## config.mk

```make
export PLATFORM = sky130hd
export DESIGN_NAME = pin_cracker
export DESIGN_NICKNAME = d
export VERILOG_FILES = /design/src/rtl/pin_cracker_pkg.sv /design/src/rtl/pin_serializer.sv /design/src/rtl/pin_cracker.sv
export SDC_FILE = /design/constraint.sdc
export NUM_CORES = 1
export LEC_CHECK = 0
export CAP_MARGIN = 20
export CORE_ASPECT_RATIO = 0.8
export CORE_MARGIN = 3
export CORE_UTILIZATION = 55
export DETAILED_ROUTE_END_ITERATION = 10
export GPL_ROUTABILITY_DRIVEN = 0
export PLACE_DENSITY = 0.94
export SLEW_MARGIN = 10
export SYNTH_ARGS = -nofsm -noshare
export SYNTH_HDL_FRONTEND = slang
export SYNTH_SLANG_ARGS = --single-unit
```

## constraint.sdc

```tcl
create_clock -name clk -period 3.9 [get_ports clk]
set_input_delay 1.17 -clock clk [delete_from_list [all_inputs] [get_ports clk]]
set_output_delay 1.17 -clock clk [all_outputs]
set_load 0.005 [all_outputs]
```

## src/rtl/pin_cracker_pkg.sv

```systemverilog
// Shared types and constants for the PIN brute-force cracker.
package pin_cracker_pkg;

   typedef enum logic [2:0] {
      IDLE,
      RESET_SAFE,
      SEND,
      GAP,
      CHECK,
      DONE,
      FAIL
   } state_t;

   localparam int PIN_LEN_DEFAULT = 4;
   localparam int ATTEMPT_CNT_W   = 32;

endpackage

```

## src/rtl/pin_serializer.sv

```systemverilog
// Emits one candidate MSB byte first, PIN_LEN strobes spaced by GAP_CYCLES idle cycles.
module pin_serializer
   import pin_cracker_pkg::*;
#(
   parameter int PIN_LEN    = PIN_LEN_DEFAULT,
   parameter int GAP_CYCLES = 0
) (
   input  logic                 clk,
   input  logic                 reset,
   input  logic                 load,
   input  logic [8*PIN_LEN-1:0] candidate,
   output logic [7:0]           byte_out,
   output logic                 byte_valid,
   output logic                 done,
   output logic                 last_gap
);

   localparam int CODE_W = 8 * PIN_LEN;
   localparam int IDX_W  = (PIN_LEN > 1) ? $clog2(PIN_LEN) : 1;
   localparam int GAP_W  = (GAP_CYCLES > 1) ? $clog2(GAP_CYCLES) : 1;
   localparam logic [IDX_W-1:0] IDX_LAST = IDX_W'(PIN_LEN - 1);
   localparam logic [GAP_W-1:0] GAP_LAST = GAP_W'((GAP_CYCLES > 0) ? GAP_CYCLES - 1 : 0);

   logic [CODE_W-1:0] shreg;
   logic [IDX_W-1:0]  idx;
   logic [IDX_W-1:0]  idx_nxt;
   logic [GAP_W-1:0]  gap_cnt;
   logic              in_gap;

   assign idx_nxt  = idx + 1'b1;
   assign last_gap = in_gap && (gap_cnt == '0);

   // shreg is pure data and is always reloaded before use, so it carries no reset
   always_ff @(posedge clk) begin
      if (load) begin
         shreg <= candidate << 8;
      end else if ((byte_valid && !done && GAP_CYCLES == 0) || last_gap) begin
         shreg <= shreg << 8;
      end
   end

   always_ff @(posedge clk) begin
      if (reset) begin
         idx        <= '0;
         gap_cnt    <= '0;
         in_gap     <= 1'b0;
         byte_out   <= '0;
         byte_valid <= 1'b0;
         done       <= 1'b0;
      end else begin
         byte_out   <= '0;
         byte_valid <= 1'b0;
         done       <= 1'b0;
         if (load) begin
            byte_out   <= candidate[CODE_W-1 -: 8];
            byte_valid <= 1'b1;
            idx        <= '0;
            in_gap     <= 1'b0;
            done       <= (PIN_LEN == 1);
         end else if ((byte_valid && !done && GAP_CYCLES == 0) || last_gap) begin
            byte_out   <= shreg[CODE_W-1 -: 8];
            byte_valid <= 1'b1;
            idx        <= idx_nxt;
            in_gap     <= 1'b0;
            done       <= (idx_nxt == IDX_LAST);
         end else if (byte_valid && !done) begin
            in_gap  <= 1'b1;
            gap_cnt <= GAP_LAST;
         end else if (in_gap) begin
            gap_cnt <= gap_cnt - 1'b1;
         end
      end
   end

endmodule

```

## src/rtl/pin_cracker.sv

```systemverilog
// Brute-force PIN cracker driving a safe lock's din/din_valid interface.
// Define PIN_CRACKER_SVA_EN to embed protocol assertions and covers.
module pin_cracker
   import pin_cracker_pkg::*;
#(
   parameter int PIN_LEN       = PIN_LEN_DEFAULT,
   parameter int GAP_CYCLES    = 0,
   parameter int SETTLE_CYCLES = 1
) (
   input  logic                     clk,
   input  logic                     reset,
   input  logic                     start,
   input  logic [8*PIN_LEN-1:0]     seed,
   output logic [7:0]               safe_din,
   output logic                     safe_din_valid,
   output logic                     safe_reset,
   input  logic                     safe_unlocked,
   output logic                     busy,
   output logic                     found,
   output logic                     exhausted,
   output logic [8*PIN_LEN-1:0]     code,
   output logic [ATTEMPT_CNT_W-1:0] attempts
);

   localparam int CODE_W   = 8 * PIN_LEN;
   localparam int SETTLE_W = (SETTLE_CYCLES > 1) ? $clog2(SETTLE_CYCLES) : 1;
   localparam logic [SETTLE_W-1:0] SETTLE_LAST =
      SETTLE_W'((SETTLE_CYCLES > 0) ? SETTLE_CYCLES - 1 : 0);

   state_t                state;
   logic [CODE_W-1:0]     candidate;
   logic [SETTLE_W-1:0]   settle_cnt;
   logic                  ser_done;
   logic                  ser_last_gap;

   pin_serializer #(
      .PIN_LEN    (PIN_LEN),
      .GAP_CYCLES (GAP_CYCLES)
   ) u_serializer (
      .clk        (clk),
      .reset      (reset),
      .load       (state == RESET_SAFE),
      .candidate  (candidate),
      .byte_out   (safe_din),
      .byte_valid (safe_din_valid),
      .done       (ser_done),
      .last_gap   (ser_last_gap)
   );

   // safe_reset and busy are registered alongside the state they belong to
   always_ff @(posedge clk) begin
      if (reset) begin
         state      <= IDLE;
         candidate  <= '0;
         settle_cnt <= '0;
         attempts   <= '0;
         found      <= 1'b0;
         exhausted  <= 1'b0;
         code       <= '0;
         safe_reset <= 1'b0;
         busy       <= 1'b0;
      end else begin
         safe_reset <= 1'b0;
         case (state)
            IDLE, DONE, FAIL: begin
               if (start) begin
                  candidate  <= seed;
                  attempts   <= '0;
                  found      <= 1'b0;
                  exhausted  <= 1'b0;
                  code       <= '0;
                  safe_reset <= 1'b1;
                  busy       <= 1'b1;
                  state      <= RESET_SAFE;
               end
            end
            RESET_SAFE: state <= SEND;
            SEND: begin
               if (ser_done) begin
                  settle_cnt <= SETTLE_LAST;
                  state      <= CHECK;
               end else if (GAP_CYCLES > 0) begin
                  state <= GAP;
               end
            end
            GAP: begin
               if (ser_last_gap) state <= SEND;
            end
            CHECK: begin
               if (settle_cnt == '0) begin
                  if (attempts != {ATTEMPT_CNT_W{1'b1}}) attempts <= attempts + 1'b1;
                  if (safe_unlocked) begin
                     code  <= candidate;
                     found <= 1'b1;
                     busy  <= 1'b0;
                     state <= DONE;
                  end else if (&candidate) begin
                     exhausted <= 1'b1;
                     busy      <= 1'b0;
                     state     <= FAIL;
                  end else begin
                     candidate  <= candidate + 1'b1;
                     safe_reset <= 1'b1;
                     state      <= RESET_SAFE;
                  end
               end else begin
                  settle_cnt <= settle_cnt - 1'b1;
               end
            end
            default: begin
               busy  <= 1'b0;
               state <= IDLE;
            end
         endcase
      end
   end

`ifdef PIN_CRACKER_SVA_EN
   int sva_strobes;

   always_ff @(posedge clk) begin
      if (reset || safe_reset) sva_strobes <= 0;
      else if (safe_din_valid) sva_strobes <= sva_strobes + 1;
   end

   a_no_reset_with_strobe: assert property (@(posedge clk) disable iff (reset)
      !(safe_reset && safe_din_valid));
   a_found_after_unlock: assert property (@(posedge clk) disable iff (reset)
      $rose(found) |-> $past(safe_unlocked));
   a_burst_not_too_long: assert property (@(posedge clk) disable iff (reset)
      safe_din_valid |-> (sva_strobes < PIN_LEN));
   a_burst_complete: assert property (@(posedge clk) disable iff (reset)
      (state == CHECK) |-> (sva_strobes == PIN_LEN));
   a_attempts_monotonic: assert property (@(posedge clk) disable iff (reset)
      (busy && $past(busy)) |-> (attempts >= $past(attempts)));
   c_found: cover property (@(posedge clk) disable iff (reset) found);
   c_exhausted: cover property (@(posedge clk) disable iff (reset) exhausted);
`endif

endmodule

```

# Word level (Yosys, flattened, before mapping)
# Cells that the tools add are included.
[word_totals]
in_bits = 36
out_inout_bits = 77
reg_bits = 142
[op_classes]
n_eq_ne = 18
n_reduce_logical = 23
add_sub_neg = 5
bitwise = 4
n_mux = 48
[ops]
columns = ["op", "n"]
rows = [
  ["32-bit two-way mux", 11],
  ["32-bit case mux with 2 select lines", 3],
  ["32-bit by 1-bit adder with 32-bit output, second input constant", 2],
  ["32-bit inequality test, second input constant", 1],
  ["32-bit AND reduction", 1],
  ["1-bit two-way mux", 20],
  ["3-bit two-way mux", 6],
  ["8-bit two-way mux", 2],
  ["4-bit AND reduction", 4],
  ["3-bit case mux with 5 select lines", 1],
  ["2-bit inequality test, second input constant", 7],
  ["3-bit OR reduction", 4],
  ["5-bit AND reduction", 2],
  ["3-bit == test, second input constant", 3],
  ["1-bit case mux with 2 select lines", 4],
  ["2-bit nonzero test", 4],
  ["3-bit by 2-bit == test with 1-bit output, second input constant", 2],
  ["2-bit by 1-bit inequality test with 1-bit output, second input constant", 2],
  ["1-bit NOT", 4],
  ["3-bit by 1-bit == test with 1-bit output, second input constant", 1],
  ["3-bit logical NOT", 1],
  ["3-bit inequality test, second input constant", 1],
  ["1-bit case mux with 3 select lines", 1],
  ["3-bit AND reduction", 1],
  ["8 further kinds", 10],
]

# Longest topological paths before layout
[logic_depth]
word_depth = 5
ltp_mapped = 9

# Hierarchy
# From an unflattened synthesis, not the netlist that was laid out.
[unflattened]
hier_cells = 796
hier_area_um2 = 6827.8
[by_module_without_submodules]
columns = ["mod", "n_inst", "cells_each", "seq_area_each_um2", "area_each_um2"]
rows = [
  ["pin_cracker", 1, 701, 2062.0, 5327.6],
  ["pin_serializer", 1, 95, 1001.0, 1500.2],
]

# Worst setup path before layout
# No wires, ideal clock.
[synth_path]
kind = "input to register"
startpoint = "input start"
endpoint = "register candidate[3]"
required_ps = 3813
path_buffers = 1
setup_slack_ps = 1533
setup_ps = 87
arrival_time_ps = 2280
cell_stages = 6
path_cell_list = "o211ai_1 -> a21boi_1 -> o31ai_2 -> buf_4 -> or3_1 -> o31ai_1"
[synth_between]
elab_chain_len = 2
[synth_lines]
columns = ["element", "line", "text"]
rows = [
  ["start, declared", "pin_cracker.sv:12", "input logic start,"],
  ["2-bit inequality test (no source line)", "--", ""],
  ["5-bit AND reduction (no source line)", "--", ""],
  ["end signal, assigned", "pin_cracker.sv:102", "candidate <= candidate + 1'b1;"],
  ["end, declared", "pin_cracker.sv:31", "logic [CODE_W-1:0] candidate;"],
]
# No other way between the ends.
# A chain may end at the register's enable or synchronous reset.

# Worst setup path after layout
[layout_path]
startpoint = "input start"
endpoint = "register candidate[27]"
# Same word-level chain as after synthesis.

==> impl_metrics.json <==
{
  "p_leak_nw": 3.000,
  "timing.slew.headroom_pct": 26.93,
  "setup_viol": 0,
  "die_h_um": 105.6,
  "fin_setup_tns_ns": 0,
  "critical_path_class": "in2reg",
  "status": "finished with violations",
  "maxCapViolCount": 0,
  "cts_max_level": 4,
  "start_util_pct": 57.70,
  "diodes": 0,
  "max_slew.worst_pin.slew_ns": 1.096,
  "violations": "DRC",
  "dieWidth_um": 130.5,
  "start_kind": "input pin",
  "finalCritPeriodShare_pct": 80.00,
  "synth_edf_count": 24,
  "crit_chain": "clkdlybuf4s50_1 -> o211ai_1 -> a21boi_1 -> o31ai_4 -> buf_4 -> o21ai_0 -> a21oi_1",
  "syn_to_final_growth_pct": 26.37,
  "arrival_ns": 3.40,
  "yosysSeqAreaShare_pct": 44.89,
  "postCtsSetupRepairBufs": 0,
  "final_hold_viol_count": 0,
  "dp_hpwl_um": 14080,
  "fmax_ghz": 0.3205,
  "synth_top_area_share_pct": 34.33,
  "synth_ff_type": "dfxtp_1",
  "fin_nets": 986,
  "yosysWarnings": 0,
  "port_buffers": 112,
  "core_area_um2": 11820,
  "rsz0062_at_grt": "false",
  "cts_resized": 0,
  "dr.pass1.iters": 11,
  "slowest_stage": "clkdlybuf4s50_1",
  "cts_hold_buf": 0,
  "via_count": 7225,
  "grt_util_all_layers_pct": 30.68,
  "drc": 1,
  "post_dp_cell_area_um2": 8014,
  "drv_slew": 0,
  "critPathMaxFanout": 27,
  "cts.sinks": 141,
  "power_density_nw_per_um2": 556.3,
  "routed_wl_um": 21120,
  "syn_nets": 898,
  "ys_types": 67,
  "power_w": 0.004796,
  "async_flop_share_pct": 0,
  "cts_tree": "yes",
  "syn_area_um2": 6823,
  "drt-initial-drc-count": 1045,
  "grt_first_pass_wirelength_um": 33850,
  "rows": 35,
  "critPathCaptureType": "register",
  "cts_buffers": 17,
  "grt_pass1_vias": 6714,
  "grt_antenna_before_repair": 0,
  "skew_ns": 0.009200,
  "via_per_inst": 6.521,
  "syn_inst": 859,
  "wl_per_cell_um": 19.06,
  "cts.clk_slew.worst_paths_ns": 0.06,
  "vdd_ir_drop_max_mv": 0.3886,
  "cts_root_buf": "clkbuf_16",
  "yosys_register_bits": 141,
  "min_path_type": "reg2reg",
  "cpPeakStageDelay_ns": 0.57,
  "yosys-top-cells-area": "dfxtp_1, edfxtp_1, nand2_1",
  "clk_latency_ns": 0.42,
  "grt_max_degree": 64,
  "drive_gt1_share_pct": 7.083,
  "required_ns": 4.18,
  "whs_ns": 0.4508,
  "fillCellCount": 876,
  "clockBufferDepth": 2,
  "synth_largest_area_cell": "dfxtp_1",
  "grt_overflow_total": 0,
  "fin_area_um2": 8622,
  "io_pins": 113,
  "fp.dieArea_um2": 13790,
  "ant_nets": 0,
  "syn_area_per_cell_um2": 7.943,
  "final.min_clock_period_ns": 3.120
}
-- logic make-up after synthesis --
family / Yosys count / share of synthesized area [%]
AOI/OAI and AO/OA: 251 / 21.93
xor gates and xnor gates: 2 / 0.2568
adders and majority gates: 3 / 0.5502
buffers and inverters: 71 / 4.493
DFF: 141 / 44.89
muxes: 2 / 0.2934
and+or+nand+nor: 389 / 27.58
-- report_power, final --
part	leakage [nW]	internal, W	total (W)	switching (W)
Clock	0.295	0.000992	0.00166	0.000669
Combinational	1.52	0.000363	0.00108	0.000717
Sequential	1.18	0.00182	0.00205	0.000239
Total	3.00	0.00317	0.00480	0.00163
-- Yosys cell counts (all sizes together) (14+ instances only) --
cell type	instances
clkbuf	34
buf	27
nand3	57
o31ai	15
o21ai	64
and3	14
a21oi	106
edfxtp	24
nand2	175
nand2b	14
nor2	42
nor3	25
dfxtp	117
nand4	24
-- metrics by stage --
step,utilization (%),setup slack [ns],std cells
final,72.92,0.7800,1108
after global routing,72.92,0.6965,1108
after CTS,72.92,0.8721,1108
after detailed placement,67.78,0.5332,1076
after global placement,67.78,0.5828,1076
after floorplan,-,1.533,859
-- critical path: cells and delay by family --
kind | cells | cell delay, ns
compound gates | 5 | 1.35
buf+inv | 2 | 0.87
-- sequential cells by signal, summed over array words and instances, names as in the netlist --
name                     count
u_serializer.byte_out        8
state                        3
found                        1
u_serializer.shreg          24
u_serializer.gap_cnt         1
exhausted                    1
attempts                    32
u_serializer.idx             2
safe_reset                   1
busy                         1
u_serializer.done            1
candidate                   32
u_serializer.in_gap          1
u_serializer.byte_valid      1
code                        32
-- placed cells by master (no fill, tap or decap), drive strengths merged, types with 5 or more instances in the layout --
master | synthesis | routed
clkdlybuf4s50 | 0 | 111
nand4 | 24 | 24
nand2b | 14 | 14
nand3 | 57 | 57
a31oi | 12 | 12
o21a | 5 | 5
edfxtp | 24 | 24
dfxtp | 117 | 117
clkinv | 0 | 5
or3 | 5 | 5
buf | 27 | 19
and2 | 11 | 11
a21oi | 106 | 106
and4 | 6 | 6
nor3 | 25 | 25
o41ai | 6 | 6
o21ai | 64 | 64
o32ai | 9 | 9
nand2 | 175 | 175
clkbuf | 34 | 18
inv | 10 | 15
and3 | 14 | 14
nor2 | 42 | 42
o31ai | 15 | 15
-- path summary, 6_finish.rpt --
check                              startpoint  slack (ns)  cells past startpoint       endpoint
worst min-delay path                 code[25]        0.45                      2       code[25]
worst max-delay path                    start        0.78                      7  candidate[27]
worst min register to register       code[25]        0.45                      2       code[25]
worst max register to register  candidate[16]        0.85                      7  candidate[27]
-- per-layer routing --
| metal | vias to the layer above | track usage (%) | wire length (um) |
|---|---|---|---|
| met3 | 75 | 9.878 | 2519 |
| met1 | 3364 | 44.06 | 8903 |
| met2 | 505 | 43.23 | 9046 |
| met5 | - | 0 | 0 |
| li1 | 3281 | - | - |
| met4 | 0 | 10.72 | 649 |
-- final cells by class --
cell class	count	area [um2]	area share, %
Inverter	10	37.54	0.4354
Sequential cell	141	3063	35.52
Tap cell	148	185.2	2.148
Timing Repair Buffer	130	1251	14.51
Clock inverter	14	157.7	1.828
Multi-Input combinational cell	647	3477	40.33
Clock buffer	18	450.4	5.224
Note: power is estimated with default switching activity, not from simulation.
